### src/rtl/tap_regs.sv
// rtl/tap_regs.sv - JTAG TAP instruction register plus IDCODE/USER/BYPASS data chains
// Optional macro TAP_REGS_USER_CAPTURE_EN: USER capture loads user_din instead of user_q.
module tap_regs #(
  parameter logic [31:0] IDCODE = 32'h1234_5001,
  parameter int          USER_W = 32
) (
  input  logic              clk,
  input  logic              reset,
  input  logic              tdi,
  input  logic              tlreset,
  input  logic              captureIR,
  input  logic              shiftIR,
  input  logic              captureDR,
  input  logic              shiftDR,
  input  logic              updateIR,
  input  logic              updateDR,
  input  logic [USER_W-1:0] user_din,
  output logic              tdo,
  output logic              tdo_en,
  output logic [3:0]        ir,
  output logic [USER_W-1:0] user_q,
  output logic              user_upd
);

  localparam logic [3:0]  IR_IDCODE  = 4'h1;
  localparam logic [3:0]  IR_USER    = 4'h8;
  localparam logic [3:0]  IR_CAPTURE = 4'b0101;
  localparam logic [31:0] ID_VALUE   = IDCODE | 32'h1;

  logic [3:0]        ir_q, ir_d;
  logic [3:0]        ir_sr_q, ir_sr_d;
  logic              byp_q, byp_d;
  logic [31:0]       id_sr_q, id_sr_d;
  logic [USER_W-1:0] usr_sr_q, usr_sr_d;
  logic [USER_W-1:0] user_reg_q, user_reg_d;
  logic              upd_q, upd_d;
  logic              tdo_q, tdo_d;
  logic              tdo_en_q, tdo_en_d;
  logic              sel_id, sel_usr, dr_bit0;
  logic [USER_W-1:0] usr_capture;

  // Unlisted instruction codes fall through to BYPASS.
  assign sel_id  = (ir_q == IR_IDCODE);
  assign sel_usr = (ir_q == IR_USER);
  assign dr_bit0 = sel_usr ? usr_sr_q[0] : (sel_id ? id_sr_q[0] : byp_q);

`ifdef TAP_REGS_USER_CAPTURE_EN
  assign usr_capture = user_din;
`else
  logic unused_user_din;
  assign unused_user_din = ^user_din;
  assign usr_capture     = user_reg_q;
`endif

  always_comb begin
    ir_d    = ir_q;
    ir_sr_d = ir_sr_q;
    if (tlreset) begin
      ir_d = IR_IDCODE;
    end else if (captureIR) begin
      ir_sr_d = IR_CAPTURE;
    end else if (shiftIR) begin
      ir_sr_d = {tdi, ir_sr_q[3:1]};
    end else if (updateIR) begin
      ir_d = ir_sr_q;
    end
  end

  // DR selection uses ir_q, so a same-edge IR update cannot retarget it.
  always_comb begin
    byp_d      = byp_q;
    id_sr_d    = id_sr_q;
    usr_sr_d   = usr_sr_q;
    user_reg_d = user_reg_q;
    upd_d      = 1'b0;
    if (captureDR) begin
      if (sel_usr)     usr_sr_d = usr_capture;
      else if (sel_id) id_sr_d  = ID_VALUE;
      else             byp_d    = 1'b0;
    end else if (shiftDR) begin
      if (sel_usr)     usr_sr_d = {tdi, usr_sr_q[USER_W-1:1]};
      else if (sel_id) id_sr_d  = {tdi, id_sr_q[31:1]};
      else             byp_d    = tdi;
    end else if (updateDR && sel_usr) begin
      user_reg_d = usr_sr_q;
      upd_d      = 1'b1;
    end
  end

  always_comb begin
    tdo_d    = tdo_q;
    tdo_en_d = 1'b0;
    if (shiftIR) begin
      tdo_d    = ir_sr_q[0];
      tdo_en_d = 1'b1;
    end else if (shiftDR) begin
      tdo_d    = dr_bit0;
      tdo_en_d = 1'b1;
    end
  end

  always_ff @(posedge clk or posedge reset) begin
    if (reset) begin
      ir_q       <= IR_IDCODE;
      ir_sr_q    <= IR_CAPTURE;
      byp_q      <= 1'b0;
      id_sr_q    <= '0;
      usr_sr_q   <= '0;
      user_reg_q <= '0;
      upd_q      <= 1'b0;
    end else begin
      ir_q       <= ir_d;
      ir_sr_q    <= ir_sr_d;
      byp_q      <= byp_d;
      id_sr_q    <= id_sr_d;
      usr_sr_q   <= usr_sr_d;
      user_reg_q <= user_reg_d;
      upd_q      <= upd_d;
    end
  end

  // tdo launches on the falling edge so the capturing device sees it stable at the next rise.
  always_ff @(negedge clk or posedge reset) begin
    if (reset) begin
      tdo_q    <= 1'b0;
      tdo_en_q <= 1'b0;
    end else begin
      tdo_q    <= tdo_d;
      tdo_en_q <= tdo_en_d;
    end
  end

  assign tdo      = tdo_q;
  assign tdo_en   = tdo_en_q;
  assign ir       = ir_q;
  assign user_q   = user_reg_q;
  assign user_upd = upd_q;

endmodule

### config.mk
export PLATFORM = sky130hd
export DESIGN_NAME = tap_regs
export DESIGN_NICKNAME = d
export VERILOG_FILES = /design/src/rtl/tap_regs.sv
export SDC_FILE = /design/constraint.sdc
export NUM_CORES = 1
export LEC_CHECK = 0
export ABC_AREA = 1
export CORE_ASPECT_RATIO = 0.7
export CORE_UTILIZATION = 35
export DETAILED_ROUTE_END_ITERATION = 8
export PLACE_DENSITY = 0.63
export SLEW_MARGIN = 20
export SYNTH_ARGS = -nofsm -noshare
export SYNTH_HDL_FRONTEND = slang
export SYNTH_SLANG_ARGS = --single-unit
### constraint.sdc
create_clock -name clk -period 5.7 [get_ports clk]
set_input_delay 0.57 -clock clk [delete_from_list [all_inputs] [get_ports clk]]
set_output_delay 0.57 -clock clk [all_outputs]
set_load 0.01 [all_outputs]
# ---- Word-level counts from Yosys, hierarchy flattened
# Index checks and enable logic that the tools add are counted.
dict set report totals {
  register_bits 108
  mem_bits_ro 0
  inputBits 42
  memories 0
  out_inout_bits 39
  ramBits 0
  latch_bits 0
  wordCells 60
}
dict set report op_classes {
  n_mux 31
  addsub 0
  n_shift 0
  reduce_logical 11
  n_lt_le_gt_ge 0
  n_eq_ne 4
  div 0
  n_mul 0
  bitwise_logic 5
}
# op count
set ops {}
lappend ops {{$mux 32} 10}
lappend ops {{$mux 4} 6}
lappend ops {{$mux 1} 15}
lappend ops {{$reduce_and 3->1} 4}
lappend ops {{$reduce_bool 2->1} 4}
lappend ops {{$not 1->1} 5}
lappend ops {{$eq 4x1->1 const B} 1}
lappend ops {{$eq 4x4->1 const B} 1}
lappend ops {{$ne 2x2->1 const B} 2}
lappend ops {{$reduce_and 2->1} 2}
lappend ops {{$logic_and 1x1->1} 1}

# ---- Depth between registers and ports, before layout
# Gate-level depths: netlist (run 1).
dict set report logic_depth {
  word_depth 5
  depth_mapped 9
  depth_no_buf 7
}

==> results of run 1 <==
worst reg2reg max path, cell delays in order, from the launching register on:
cell     delay [ns]
dfstp_2        0.56
inv_1          0.04
nor2_1         0.14
nand2_2        0.05
buf_4          0.23
nand2_1        0.09
nand3_1        0.06
nand2_1        0.07
nand2_1        0.06
cell families (layout without fill, tap and decap cells):
family / Yosys count / count (layout) / share of synthesized area
AND/OR/NAND/NOR: 186 / 186 / 0.166
AO/OA/AOI/OAI: 147 / 147 / 0.178
buffers and inverters: 78 / 116 / 0.0785
flip-flops: 108 / 108 / 0.577
worst paths after layout:
| path | start | slack (ns) | cells after the start | end |
|---|---|---|---|---|
| setup / recovery | tdo | 0.96 | 1 | tdo |
| hold / removal | id_sr_q[22] | 0.48 | 2 | id_sr_q[21] |
| setup reg to reg | ir[0] | 1.39 | 8 | tdo |
| hold reg to reg | id_sr_q[22] | 0.48 | 2 | id_sr_q[21] |
| max in group asynchronous | reset | 1.90 | 2 | tdo_en |
| min in group asynchronous | reset | 0.66 | 2 | ir[1] |
registers in the layout, indices dropped and copies added, names as in the netlist:
name      count
usr_sr_q     32
user_q       32
tdo           1
tdo_en        1
user_upd      1
id_sr_q      32
ir            4
byp_q         1
ir_sr_q       4
metrics by stage:
stage	instance area (sq um)	setup WS, ns	power (mW)	hold WS [ns]	utilization
3_3_place_gp	5220	1.19	1.51	0.464	0.410
3_5_place_dp	5220	1.17	1.53	0.472	0.410
6_report	5590	0.957	2.24	0.482	0.440
5_1_grt	5590	0.896	2.39	0.524	0.440
4_1_cts	5570	0.939	2.26	0.485	0.438
2_1_floorplan	4690	1.08	1.37	0.453	-
power by group:
part           switching (mW)  total [mW]  internal, mW
Clock                   0.264       0.716         0.453
Combinational           0.281       0.465         0.183
Sequential             0.0878        1.06         0.968
cell type report:
cell class	count	area, sq um	share of cell area
clock inverters	4	95.1	0.0170
multi-input cells	333	1610	0.289
flip-flops and latches	108	2710	0.484
repair buffers	54	541	0.0966
well taps	162	203	0.0362
clock buffers	12	256	0.0459
inverters	46	179	0.0320
placed cells by master, fill, tap and decap left out, drive strengths merged:
master and instances:
nand2 147, o21ai 143, dfrtp 103, clkdlybuf4s50 47, inv 45, nand3 27, clkbuf 12, nor2 12
buf 7, bufinv 3, dfstp 3, o31ai 2, dfrtn 2, clkinvlp 1, a22oi 1, o21a 1
clkinv 1
routing by layer:
metal	track usage	routed length, um	up-vias
met5	0	0	-
li1	-	-	1741
met3	0.0403	369	2
met1	0.201	4560	1631
met2	0.218	3970	66
met4	0.0406	38	0
==> reports/summary.log, run 1 <==
qor: timing.report.final.setup_viol 0
qor: finish.design.final.nets 594
qor: finish.antenna-diode-count 0
qor: synthesis.synth_enable_flop_cells 0
qor: timing.worst_skew 0.00873 ns
qor: synthesis.synthesis.instances 519
qor: worst_setup_path.timing.critical_path.buf_inv 1
qor: worst_setup_path.crit_family buffers and inverters
qor: floorplan.die_area 13900 sq um
qor: floorplan.die_height 98.8 um
qor: synthesis.netlist.area_leader.share 0.550
qor: floorplan.effective_utilization_at_floorplan 0.369
qor: place.port-buffer-count 48
qor: clocking.cts.repair_timing.setup_buffer_count 0
qor: detailed_routing.via_per_inst 4.78
qor: place.globalplace.congestion 0.818
qor: detailed_routing.route.vias.total 3440
qor: timing.maxSlewViolCount 0
qor: pwr.cellPowerDensity 400 nW/um^2
qor: detailed_routing.routed_wire_length_per_instance 12.4 um
qor: pwr.worst_supply_voltage_drop_on_vdd 200 uV
qor: worst_setup_path.worstPathCellList clkdlybuf4s50_1
qor: global_routing.grt_antenna_before_repair 0
qor: floorplan.coreArea 12700 sq um
qor: floorplan.io_count 81
qor: timing.slew-limit-headroom 0.474
qor: pwr.total_leakage_power 2.57 nW
qor: detailed_routing.first_iter_violations 242
qor: synthesis.async_reset_ff_frac 1.00
qor: global_routing.grt_pass1_wl 16.0 mm
qor: floorplan.core.rowCount 34
qor: worst_setup_path.worstSetupStartpointType flop
qor: worst_setup_path.crit_fanout 2
qor: clocking.ctsLongestPathBuffers 2
qor: finish.finalNonFillerCells 719
qor: worst_setup_path.critical_path_sink_type output port
qor: timing.worst_pin_slew 0.789 ns
qor: clocking.cts_hold_repair.buffers 0
qor: synthesis.synth_area_per_cell 9.03 sq um
qor: worst_setup_path.data_arrival_time_of_the_critical_path 4.17 ns
qor: place.dpl.cell_count 702
qor: run.timing.max_cap.violations 0
qor: finish.drive_gt1_frac 0.104
qor: clocking.clk_latency 0.34 ns
qor: detailed_routing.route.final.wire_length 8.94 mm
qor: clocking.tritoncts.num_buffers 9
qor: synthesis.post_synth_main_area_contributors dfrtp_1 55%, o21ai_0 12%, nand2_1 12%
qor: global_routing.pin_count_of_the_biggest_net_entering_global_routing 80
qor: detailed_routing.drcViolationCount 0
qor: synthesis.yosysWarningCount 0
qor: worst_setup_path.worstSetupPathType reg2out
qor: global_routing.grt_pass1_vias 3328
qor: worst_setup_path.slowest_cell_on_the_critical_path clkdlybuf4s50_1
qor: detailed_routing.number_of_iterations_in_the_first_detailed_routing_pass 4
qor: synthesis.synth_flop_cell dfrtp_1
qor: synthesis.mappedNetlistArea 4690 sq um
qor: detailed_routing.route.antenna.remaining_nets 0
qor: synthesis.synth_fp_nets 561
qor: synthesis.synth_cell_types 23
qor: worst_setup_path.cp_slowest_stage_delay 0.55 ns
qor: timing.setup_total_negative_slack 0 ns
qor: timing.final_hold_viol_count 0
qor: run_status.run_status completed
qor: place.place_hpwl 5.40 mm
qor: clocking.h_tree_depth_reported_by_cts 3
qor: clocking.post_cts_resized 0
qor: floorplan.dieWidth 140 um
qor: synthesis.synth_top_cells_by_count 145 x nand2_1, 110 x o21ai_0, 103 x dfrtp_1, 45 x inv_1, 27 x nand3_1
qor: clocking.clk_pin_slew 0.07 ns
qor: global_routing.grt.total_usage 0.144
qor: synthesis.post-synth-top-count-cell nand2_1
qor: timing.rsz0062_at_grt false
qor: finish.flow.area_growth_from_synthesis 19.3%
qor: finish.nFillCells 1192
qor: synthesis.synth_seq_area_share 0.577
qor: synthesis.synthDominantAreaCellType dfrtp_1
qor: clocking.cts.sink_count 108
qor: clocking.cts-root-buf clkbuf_16
qor: min_path.holdCritPathClass reg2reg
qor: global_routing.grt_overflow 0
qor: worst_setup_path.timing.critical_path.required 5.13 ns
qor: clocking.tritoncts_clock_tree yes
qor: synthesis.synth-seq-cells 108
Power figures use the tool's default switching activity.
==> inputs of run 2 (changes only) <==
Settings changed: PLACE_DENSITY 0.63 to 0.65.
Clock period 5.7 ns to 4.3 ns, I/O delays scaled along.
==> reports/summary.log, run 2 (synthesis gave the netlist of run 1 again) <==
qor: worst_setup_path.worst_reg2reg_path_startpoint ir[0]
qor: global_routing.grt_overflow 0
qor: floorplan.core.rowCount 34
qor: global_routing.pin_count_of_the_biggest_net_entering_global_routing 81
qor: clocking.h_tree_depth_reported_by_cts 3
qor: worst_setup_path.worstSetupStartpointType flop
qor: floorplan.effective_utilization_at_floorplan 0.369
qor: global_routing.grt_antenna_before_repair 0
qor: place.place_hpwl 5.76 mm
qor: finish.antenna-diode-count 0
qor: detailed_routing.route.final.wire_length 9.28 mm
qor: worst_setup_path.worstSetupStartpoint tdo
qor: worst_setup_path.critical_path_sink_type output port
qor: detailed_routing.drcViolationCount 0
qor: pwr.worst_supply_voltage_drop_on_vdd 236 uV
qor: floorplan.io_count 81
qor: worst_setup_path.ff2ff_setup_slack 0.94 ns
qor: floorplan.die_height 98.8 um
qor: global_routing.grt_pass1_wl 15.9 mm
qor: worst_setup_path.crit_fanout 2
qor: clocking.tritoncts.num_buffers 9
qor: worst_setup_path.crit_family buffers and inverters
qor: detailed_routing.via_per_inst 4.82
qor: place.globalplace.congestion 0.811
qor: worst_setup_path.path_depth 1
qor: worst_setup_path.slowest_cell_on_the_critical_path clkdlybuf4s50_1
qor: place.placement.setup.worst_slack 0.574 ns
qor: finish.drive_gt1_frac 0.102
qor: clocking.cts-root-buf clkbuf_16
qor: timing.report.final.setup_viol 0
qor: clocking.tritoncts_clock_tree yes
qor: min_path.holdCritPathClass reg2reg
qor: clocking.post_cts_resized 0
qor: floorplan.dieWidth 140 um
qor: detailed_routing.routed_wire_length_per_instance 12.9 um
qor: timing.final_hold_viol_count 0
qor: timing.worst_pin_slew 0.888 ns
qor: detailed_routing.first_iter_violations 268
qor: place.dpl.cell_count 703
qor: finish.flow.area_growth_from_synthesis 19.1%
qor: timing.slew-limit-headroom 0.406
qor: worst_setup_path.timing.reg2reg.worst_path_depth 7
qor: place.port-buffer-count 48
qor: pwr.total_leakage_power 2.55 nW
qor: timing.rsz0062_at_grt false
qor: timing.setup_total_negative_slack 0 ns
qor: detailed_routing.route.vias.total 3462
qor: worst_setup_path.timing.rr.end tdo
qor: worst_setup_path.worstPathCellList clkdlybuf4s50_1
qor: pwr.finalPower 2.96 mW
qor: clocking.ctsLongestPathBuffers 2
qor: clocking.cts.repair_timing.setup_buffer_count 0
qor: finish.finalNonFillerCells 719
qor: pwr.cellPowerDensity 530 nW/um^2
qor: worst_setup_path.cp_slowest_stage_delay 0.54 ns
qor: finish.mostFrequentLayoutCells 145 x nand2_1, 110 x o21ai_0, 103 x dfrtp_1
qor: clocking.clk_pin_slew 0.05 ns
qor: worst_setup_path.timing.critical_path.buf_inv 1
qor: clocking.clk_latency 0.35 ns
qor: clocking.cts_hold_repair.buffers 0
qor: detailed_routing.number_of_iterations_in_the_first_detailed_routing_pass 4
qor: detailed_routing.route.antenna.remaining_nets 0
qor: floorplan.die_area 13900 sq um
qor: worst_setup_path.data_arrival_time_of_the_critical_path 3.47 ns
qor: worst_setup_path.timing.critical_path.required 3.87 ns
qor: run.timing.max_cap.violations 0
qor: global_routing.grt.total_usage 0.145
qor: global_routing.grt_pass1_vias 3219
qor: timing.maxSlewViolCount 0
qor: finish.postLayoutCoreUtil 0.439
qor: run_status.run_status completed
qor: timing.worst_skew 0.00539 ns
qor: worst_setup_path.worstSetupPathType reg2out
qor: timing.setup_ws 0.403 ns
qor: worst_setup_path.timing.critical_path.to tdo
qor: finish.final_common_cell nand2_1
qor: timing.hold_ws 0.473 ns
qor: clocking.cts.sink_count 108
qor: place.place_area 5240 sq um
qor: finish.design.final.nets 594
qor: finish.post-route-cell-area 5580 sq um
qor: floorplan.coreArea 12700 sq um
-- run 2: cell types whose count changed in the layout (fill, tap and decap cells not counted), sizes merged --
| cell | change |
|---|---|
| clkinv | -1 |
| clkinvlp | +1 |
-- run 2: where the power goes --
part	switching [mW]	leakage [nW]	total (mW)	internal, mW
combinational	0.377	0.978	0.619	0.242
clock	0.360	0.163	0.946	0.586
sequential	0.114	1.41	1.40	1.28
total	0.851	2.55	2.96	2.11
-- run 2: how the worst min path moves through the flow --
| stage | startpoint | end | cells past startpoint |
|---|---|---|---|
| after floorplan | id_sr_q[13] | id_sr_q[12] | 2 |
| after global placement | tdo | tdo | 2 |
| after detailed placement | tdo | tdo | 2 |
| after CTS | tdo | tdo | 2 |
| after global routing | tdo | tdo | 2 |
| final | tdo | tdo | 2 |
-- run 2: cell type report --
class,count,area [sq um]
timing repair buffer,54,537
fill,1213,7140
inverter,46,179
sequential,108,2710
tap,162,203
clock buffer,12,246
multi-input combinational,333,1610
clock inverter,4,97.6
-- run 2: layer usage --
layer | vias to the layer above | wire [um] | global-route usage | part of all wire
met5 | - | 0 | 0 | 0
met4 | 0 | 85 | 0.0473 | 0.0092
met3 | 6 | 364 | 0.0389 | 0.039
met2 | 72 | 4030 | 0.215 | 0.43
met1 | 1643 | 4800 | 0.206 | 0.52
li1 | 1741 | - | - | -
==> inputs of run 3 (changes only) <==
Settings changed: CTS_BUF_LIST set to sky130_fd_sc_hd__clkbuf_16, HOLD_SLACK_MARGIN set to 0.02, PLACE_DENSITY 0.65 to 0.63.
Clock period 4.3 ns to 4.5 ns, I/O delays scaled along.
==> reports/summary.log, run 3 (synthesis gave the netlist of run 1 again) <==
qor: detailed_routing.via_per_inst 4.83
qor: worst_setup_path.worstSetupStartpointType flop
qor: finish.finalNonFillerCells 719
qor: finish.ff_latch_area 2710 sq um
qor: clocking.tritoncts_clock_tree yes
qor: floorplan.core.rowCount 34
qor: finish.nFillCells 1263
qor: place.dpl.cell_count 703
qor: detailed_routing.route.antenna.remaining_nets 0
qor: clocking.h_tree_depth_reported_by_cts 3
qor: global_routing.grt_antenna_before_repair 0
qor: floorplan.io_count 81
qor: floorplan.coreArea 12700 sq um
qor: worst_setup_path.timing.critical_path.buf_inv 1
qor: worst_setup_path.timing.critical_path.to tdo
qor: timing.maxSlewViolCount 0
qor: pwr.total_leakage_power 2.54 nW
qor: detailed_routing.routed_wire_length_per_instance 12.8 um
qor: floorplan.dieWidth 140 um
qor: detailed_routing.first_iter_violations 235
qor: timing.report.final.setup_viol 0
qor: worst_setup_path.cp_slowest_stage_delay 0.56 ns
qor: worst_setup_path.path_depth 1
qor: floorplan.die_area 13900 sq um
qor: finish.drive_gt1_frac 0.106
qor: global_routing.grt_pass1_wl 16.3 mm
qor: timing.rsz0062_at_grt false
qor: place.place_hpwl 5.72 mm
qor: timing.final_hold_viol_count 0
qor: worst_setup_path.critical_path_sink_type output port
qor: clocking.cts.repair_timing.setup_buffer_count 0
qor: run.timing.max_cap.violations 0
qor: place.globalplace.congestion 0.840
qor: place.port-buffer-count 48
qor: clocking.cts.sink_count 108
qor: clocking.cts_hold_repair.buffers 0
qor: detailed_routing.drcViolationCount 0
qor: timing.worst_pin_slew 0.787 ns
qor: floorplan.effective_utilization_at_floorplan 0.369
qor: worst_setup_path.slowest_cell_on_the_critical_path clkdlybuf4s50_1
qor: clocking.post_cts_resized 0
qor: min_path.holdCritPathClass reg2reg
qor: place.placement.setup.worst_slack 0.677 ns
qor: global_routing.pin_count_of_the_biggest_net_entering_global_routing 73
qor: timing.worst_skew 0.00924 ns
qor: worst_setup_path.timing.critical_path.required 4.05 ns
qor: worst_setup_path.worstSetupStartpoint tdo
qor: global_routing.grt_pass1_vias 3338
qor: clocking.cts-root-buf clkbuf_16
qor: finish.antenna-diode-count 0
qor: finish.flow.area_growth_from_synthesis 18.4%
qor: detailed_routing.route.vias.total 3473
qor: worst_setup_path.timing.rr.end tdo
qor: place.place_area 5240 sq um
qor: global_routing.grt_overflow 0
qor: finish.multi_input_comb_area 1610 sq um
qor: run_status.run_status completed
qor: worst_setup_path.worstSetupPathType reg2out
qor: timing.setup_ws 0.435 ns
qor: clocking.ctsLongestPathBuffers 2
qor: finish.post-route-cell-area 5550 sq um
qor: worst_setup_path.crit_family buffers and inverters
qor: worst_setup_path.worstPathCellList clkdlybuf4s50_1
qor: finish.mostFrequentLayoutCells 145 x nand2_1, 110 x o21ai_0, 103 x dfrtp_1
qor: finish.final_common_cell nand2_1
qor: pwr.worst_supply_voltage_drop_on_vdd 201 uV
qor: worst_setup_path.worst_reg2reg_path_startpoint ir[0]
qor: global_routing.grt.total_usage 0.148
qor: detailed_routing.number_of_iterations_in_the_first_detailed_routing_pass 4
qor: worst_setup_path.ff2ff_setup_slack 1.05 ns
qor: worst_setup_path.crit_fanout 2
qor: timing.slew-limit-headroom 0.475
qor: floorplan.die_height 98.8 um
qor: pwr.cellPowerDensity 492 nW/um^2
qor: worst_setup_path.timing.reg2reg.worst_path_depth 7
qor: finish.postLayoutCoreUtil 0.436
qor: worst_setup_path.data_arrival_time_of_the_critical_path 3.61 ns
qor: finish.design.final.nets 594
qor: timing.setup_total_negative_slack 0 ns
qor: clocking.tritoncts.num_buffers 9
qor: clocking.clk_latency 0.35 ns
qor: clocking.clk_pin_slew 0.08 ns
qor: detailed_routing.route.final.wire_length 9.20 mm
run 3: cell count changes in the layout (fill, tap and decap cells not counted), sizes merged:
cell	previous run	this run
clkinvlp	2	3
inv	45	47
clkbuf	12	9
clkinv	0	2
bufinv	3	1
run 3: how the worst min path moves through the flow:
stage | startpoint | to | slack [ns] | depth (start not counted)
detailed placement | id_sr_q[22] | id_sr_q[21] | 0.47 | 2
CTS | id_sr_q[25] | id_sr_q[24] | 0.49 | 2
global route | id_sr_q[25] | id_sr_q[24] | 0.51 | 2
finish | id_sr_q[22] | id_sr_q[21] | 0.49 | 2
floorplan | id_sr_q[13] | id_sr_q[12] | 0.45 | 2
global placement | id_sr_q[21] | id_sr_q[20] | 0.46 | 2
run 3: worst reg2reg max path, delay by kind of cell (launching register included):
family | cells | cell delay (ns)
DFF | 1 | 0.56
and+or+nand+nor | 6 | 0.46
buffers and inverters | 1 | 0.04
run 3: stage by stage:
step / power [mW] / hold slack, ns
after floorplan: 1.73 / 0.453
after detailed placement: 1.95 / 0.468
after global placement: 1.92 / 0.462
after CTS: 2.77 / 0.487
after global routing: 2.93 / 0.505
final: 2.73 / 0.485
run 3: report_power, final:
group          internal, mW  leakage, nW  switching [mW]
registers              1.22         1.41           0.113
clock network         0.439        0.144           0.369
logic                 0.231        0.980           0.354
total                  1.90         2.54           0.836
run 3: routing by layer:
metal	vias to the layer above	part of all wire	global-route usage
met5	-	0	0
met4	0	0.014	0.0600
met3	10	0.038	0.0408
met2	62	0.44	0.221
met1	1656	0.51	0.205
li1	1745	-	-
run 3: layout make-up:
class	count	share of cell area
well taps	162	0.0365
clock inverters	7	0.0149
inverters	46	0.0322
clock buffers	9	0.0406
flip-flops and latches	108	0.488
multi-input cells	333	0.291
repair buffers	54	0.0974
==> variant 1, RTL diff (flow settings as in run 3) <==
Take the reset off `usr_sr_q` and load it in a clocked block of its own.
--- a/src/rtl/tap_regs.sv
+++ b/src/rtl/tap_regs.sv
@@ -105,7 +105,6 @@
       ir_sr_q    <= IR_CAPTURE;
       byp_q      <= 1'b0;
       id_sr_q    <= '0;
-      usr_sr_q   <= '0;
       user_reg_q <= '0;
       upd_q      <= 1'b0;
     end else begin
@@ -113,10 +112,13 @@
       ir_sr_q    <= ir_sr_d;
       byp_q      <= byp_d;
       id_sr_q    <= id_sr_d;
-      usr_sr_q   <= usr_sr_d;
       user_reg_q <= user_reg_d;
       upd_q      <= upd_d;
     end
+  end
+
+  always_ff @(posedge clk) begin
+    usr_sr_q <= usr_sr_d;
   end
 
   // tdo launches on the falling edge so the capturing device sees it stable at the next rise.
Function: not checked (the comparison handles one clock edge and no latches or derived clocks); the edit may change what the design does.
==> variant 1 against run 3 <==
Synthesized area is 2.2% lower; the flow now finishes with violations (design-rule violations); critical path type unchanged; design area is 2.5% lower; setup slack better by 0.033 ns; routed wire length is 2.3% lower; sequential cell count stayed put.
Power is not compared: it rests on default switching activity, and its combinational part moved more than twofold at a synthesized area within 25%.
==> variant 1: results (changes against run 3) <==
GRT
  – First-pass GRT wire length: 15100 µm (-7.5%)
  – Vias in the first global route: 2923 (-12%)
  – Initial antenna violation count: 0 (unchanged)

Placed design
  – RePlAce Congestion: 0.730 (-13%)
  – Pre-CTS setup slack: 0.665 ns (-0.0116 ns)
  – Dpl hpwl: 5540 µm (-3.2%)

Logic synthesis
  – Post-synth top cells: nand2_1 (110), o21ai_0 (78), dfrtp_1 (71)
  – Synth top area cells: dfrtp_1 (39%), edfxtp_1 (21%), nand2_1 (9.0%), o21ai_0 (8.5%), o21ai_2 (5.9%)
  – Post-synth EDFFs: 32 (+32)
  – Share of async-settable or async-resettable flops after synthesis: 70.4% (-30 points)
  – Sequential fraction of the synthesis area: 62.5% (+4.8 points)
  – Library cells used by synthesis: 24 (+4.3%)

Finish
  – Share of cells above drive strength 1: 12.4% (+1.8 points)
  – Final nets: 529 (-11%)
  – # fillers: 1199 (-5.1%)

STA
  – Clk_skew: 0.00589 ns (-0.00335 ns)
  – Slew @ Worst Pin: 0.968 ns (+0.181 ns)

Critical path
  – Reg2Reg Setup Slack: 1.08 ns (+0.03 ns)
  – Largest delay share family, worst path: buffers and inverters
  – Worst EP arrival: 3.58 ns (-0.03 ns)
  – Reg2Reg Capture Point: tdo$_DFFE_NP0P_

Pwr
  – P_leak: 2.44 nW

Detailed routing
  – Drt first pass iters: 8 (+4)
  – Via/cell ratio: 4.78 (-0.98%)
  – Initial drt markers: 237 (+0.85%)
  – Detailed Route WL: 8980 µm (-2.3%)
  – DRC viols: 1 (+1)

Status
  – Failing checks: design-rule violations
  – Outcome: finished, violations left

Min path
  – Worst hold endpoint: id_sr_q[20]$_DFFE_PP0P_
  – Worst hold start: id_sr_q[21]$_DFFE_PP0P_
variant 1: cell types whose count changed after synthesis, moves of 7 or more:
cell / change
o21ai_0: -32
dfrtp_1: -32
nand2_1: -35
o21ai_1: -9
edfxtp_1: +32
o21ai_2: +7
variant 1: area by class of cell:
type / count / area share, %
clock inverter: 7 / 1.11
multi-input combinational: 269 / 25.4
inverter: 48 / 3.44
clock buffer: 9 / 4.16
tap: 162 / 3.74
timing repair buffer: 51 / 9.20
sequential: 108 / 53.0
variant 1: where the power goes:
part	internal, mW	leakage (nW)	switching [mW]
Clock	0.425	0.148	0.347
Sequential	1.09	1.30	0.0464
Combinational	0.0977	0.994	0.140
variant 1: cells by family (layout without fill, tap and decap cells):
family,after synthesis,in the layout,synth area share (%)
AOI/OAI and AO/OA,114,114,15.1
buffers and inverters,73,115,7.67
DFF,108,108,62.5
and+or+nand+nor,155,155,14.7
variant 1: layer usage:
layer  share of wire (%)  vias to the layer above  track usage, %  wire (µm)
li1                    -                     1550               -          -
met1                  51                     1504            20.4       4580
met2                  42                       67            20.1       3810
met3                 5.6                        7            4.95        499
met4                 1.0                        0            3.93         91
met5                   0                        -               0          0
variant 1: worst max path at each step:
stage | startpoint | endpoint | slack [ns] | depth (start not counted)
final | tdo$_DFFE_NP0P_ | tdo | 0.47 | 1
after global routing | tdo$_DFFE_NP0P_ | tdo | 0.41 | 1
after CTS | tdo$_DFFE_NP0P_ | tdo | 0.45 | 1
after detailed placement | shiftDR | tdo$_DFFE_NP0P_ | 0.67 | 4
after global placement | shiftDR | tdo$_DFFE_NP0P_ | 0.68 | 4
after floorplan | ir[0]$_DFFE_PP1P_ | tdo$_DFFE_NP0P_ | 1.03 | 7
variant 1: per-stage QoR:
step	hold WS, ns	util [%]	power (mW)	std cells	cell area [µm²]
after global routing	0.513	43.0	2.26	654	5410
after CTS	0.487	43.0	2.17	654	5410
after global placement	0.462	40.7	1.39	638	5130
after floorplan	0.444	-	1.30	450	4590
final	0.489	43.0	2.15	654	5410
after detailed placement	0.471	40.7	1.40	638	5130
==> variant 2, RTL diff (settings of run 3) <==
Without the edit above. `IDCODE`: 32'h1234_5001 -> 32'h10000000.
--- a/src/rtl/tap_regs.sv
+++ b/src/rtl/tap_regs.sv
@@ -1,7 +1,7 @@
 // rtl/tap_regs.sv - JTAG TAP instruction register plus IDCODE/USER/BYPASS data chains
 // Optional macro TAP_REGS_USER_CAPTURE_EN: USER capture loads user_din instead of user_q.
 module tap_regs #(
-  parameter logic [31:0] IDCODE = 32'h1234_5001,
+  parameter logic [31:0] IDCODE = 32'h10000000,
   parameter int          USER_W = 32
 ) (
   input  logic              clk,
Check against the original RTL: not checked (the comparison handles one clock edge and no latches or derived clocks); the edit may change what the design does.
==> variant 2 against run 3 <==
Sequential cell count did not move; non-clock buffer count did not move; combinational power fell by 7.5%; die area fell by 0.86%; routed wire length fell by 2.4%; hold slack got worse by 0.040 ns; critical path type unchanged; register-to-register slack got worse by 0.25 ns; synthesized area fell by 0.88%; sequential power fell by 5%; design area fell by 1.5%; setup slack improved by 0.092 ns; total power fell by 6.7%.
==> variant 2: results (changes against run 3) <==
CTS
  – Max H-tree Level: 3 (unchanged)
  – Clock Latency Late Sink: 0.34 ns
  – Post-CTS sizing: 0 (unchanged)
  – Num CTS Buffers: 9 (unchanged)
  – Clk slew on worst S/H paths: 0.05 ns (-0.03 ns)
  – Post-CTS Repair Setup Buffers: 0 (unchanged)
  – CTS max path bufs: 2 (unchanged)
  – Root Buffer: clkbuf_16

Finish
  – Share of cells above drive strength 1: 8.81% (-1.8 points)
  – # fillers: 1221 (-3.3%)
  – Final nets: 594 (unchanged)
  – Diodes inserted: 0 (unchanged)

Critical path
  – Worst-path fanout max: 2 (unchanged)
  – Crit-path slowest cell: clkdlybuf4s50_1
  – Worst EP arrival: 3.52 ns (-0.09 ns)
  – Largest delay share family, worst path: buffers and inverters
  – Max incr delay on CP: 0.53 ns (-0.03 ns)

Logic synthesis
  – Post-synth top cells: nand2_1 (147), dfrtp_1 (103), o21ai_0 (103)
  – Synth top area cells: dfrtp_1 (55%), nand2_1 (12%), o21ai_0 (11%), o21ai_2 (4.0%), inv_1 (3.6%)
  – Library cells used by synthesis: 20 (-13%)
  – Gate Count Post-Synth: 519 (unchanged)
  – Post-synth top flop: dfrtp_1
  – Syn Nets: 561 (unchanged)
  – Share of async-settable or async-resettable flops after synthesis: 100% (unchanged)
  – Yosys warns: 0 (unchanged)
  – Sequential fraction of the synthesis area: 58.2% (+0.51 points)

STA
  – Slew @ Worst Pin: 0.941 ns (+0.154 ns)
  – Clk_skew: 0.00625 ns (-0.00299 ns)

GRT
  – Gr usage total: 13.8% (-1.0 points)
  – Vias in the first global route: 3269 (-2.1%)
  – Initial antenna violation count: 0 (unchanged)
  – First-pass GRT wire length: 15500 µm (-5.1%)
  – Pin count of the biggest net entering global routing: 76 (+4.1%)

Min path
  – HP Class: register to register

Pwr
  – P_leak: 2.55 nW (+0.51%)
  – VDD IR max: 174 µV (-13%)

Placed design
  – Cells after DPL: 703 (unchanged)
  – RePlAce Congestion: 0.768 (-8.6%)
  – IO Port Bufs: 48 (unchanged)
  – Dpl hpwl: 5440 µm (-5.0%)

Detailed routing
  – Initial drt markers: 359 (+53%)
  – Drt first pass iters: 5 (+1)
  – Via/cell ratio: 4.77 (-1.2%)
  – Wirelength per Cell: 12.5 µm (-2.3%)
  – Detailed Route WL: 8970 µm (-2.4%)

Status
  – Outcome: completed
[variant 2: changes by cell type after synthesis, moves of 2 or more]
cell,before,now
buf_2,6,12
clkbuf_1,15,11
nand2_1,145,147
nand2_2,2,0
nand3_1,27,33
o21ai_0,110,103
o21ai_1,9,13
o21ai_2,24,21
[variant 2: metrics by stage]
stage | setup WS (ns) | hold WS [ns] | instance area (µm²)
after floorplan | 0.600 | 0.453 | 4650
after global placement | 0.764 | 0.451 | 5180
after detailed placement | 0.773 | 0.453 | 5180
after CTS | 0.515 | 0.453 | 5460
after global routing | 0.482 | 0.490 | 5470
final | 0.527 | 0.446 | 5470
[variant 2: kinds of logic after synthesis]
group	Yosys count	synth area share (%)
compound gates	141	17.1
buf+inv	78	7.84
simple gates	192	16.8
flops	108	58.2
[variant 2: worst register-to-register path: stages (launching register included)]
cell     delay [ns]
dfstp_2        0.56
inv_1          0.04
nor2_1         0.11
nand2_1        0.07
buf_4          0.23
nand2_1        0.09
nand3_1        0.07
nand2_1        0.09
nand2_1        0.06
[variant 2: where the power goes]
group          leakage, nW  internal, mW  total (mW)  switching (mW)
Combinational        0.975         0.209       0.542           0.333
Sequential            1.43          1.18        1.27          0.0864
Clock                0.146         0.420       0.741           0.321
Total                 2.55          1.81        2.55           0.741
[variant 2: final timing paths]
check	end	slack, ns	from	cells past startpoint
max	tdo	0.53	tdo$_DFFE_NP0P_	1
min reg2reg	tdo$_DFFE_NP0P_	0.45	tdo$_DFFE_NP0P_	2
min in group asynchronous	user_q[3]$_DFFE_PP0P_	0.61	reset	3
max in group asynchronous	tdo_en$_DFF_NP0_	1.90	reset	2
max reg2reg	tdo$_DFFE_NP0P_	0.80	ir[0]$_DFFE_PP1P_	8
min	tdo$_DFFE_NP0P_	0.45	tdo$_DFFE_NP0P_	2
[variant 2: per-layer routing]
metal | vias up | global-route usage [%] | routed length, µm
li1 | 1740 | - | -
met1 | 1629 | 18.7 | 4610
met2 | 50 | 22.2 | 4020
met3 | 9 | 2.99 | 241
met4 | 0 | 4.40 | 99
met5 | - | 0 | 0
[variant 2: layout make-up]
class | instances | area [µm²] | share of cell area, %
sequential | 108 | 2710 | 49.5
multi-input combinational | 333 | 1580 | 29.0
timing repair buffer | 54 | 520 | 9.52
clock buffer | 9 | 225 | 4.12
tap | 162 | 203 | 3.71
inverter | 46 | 176 | 3.23
clock inverter | 6 | 50.0 | 0.916
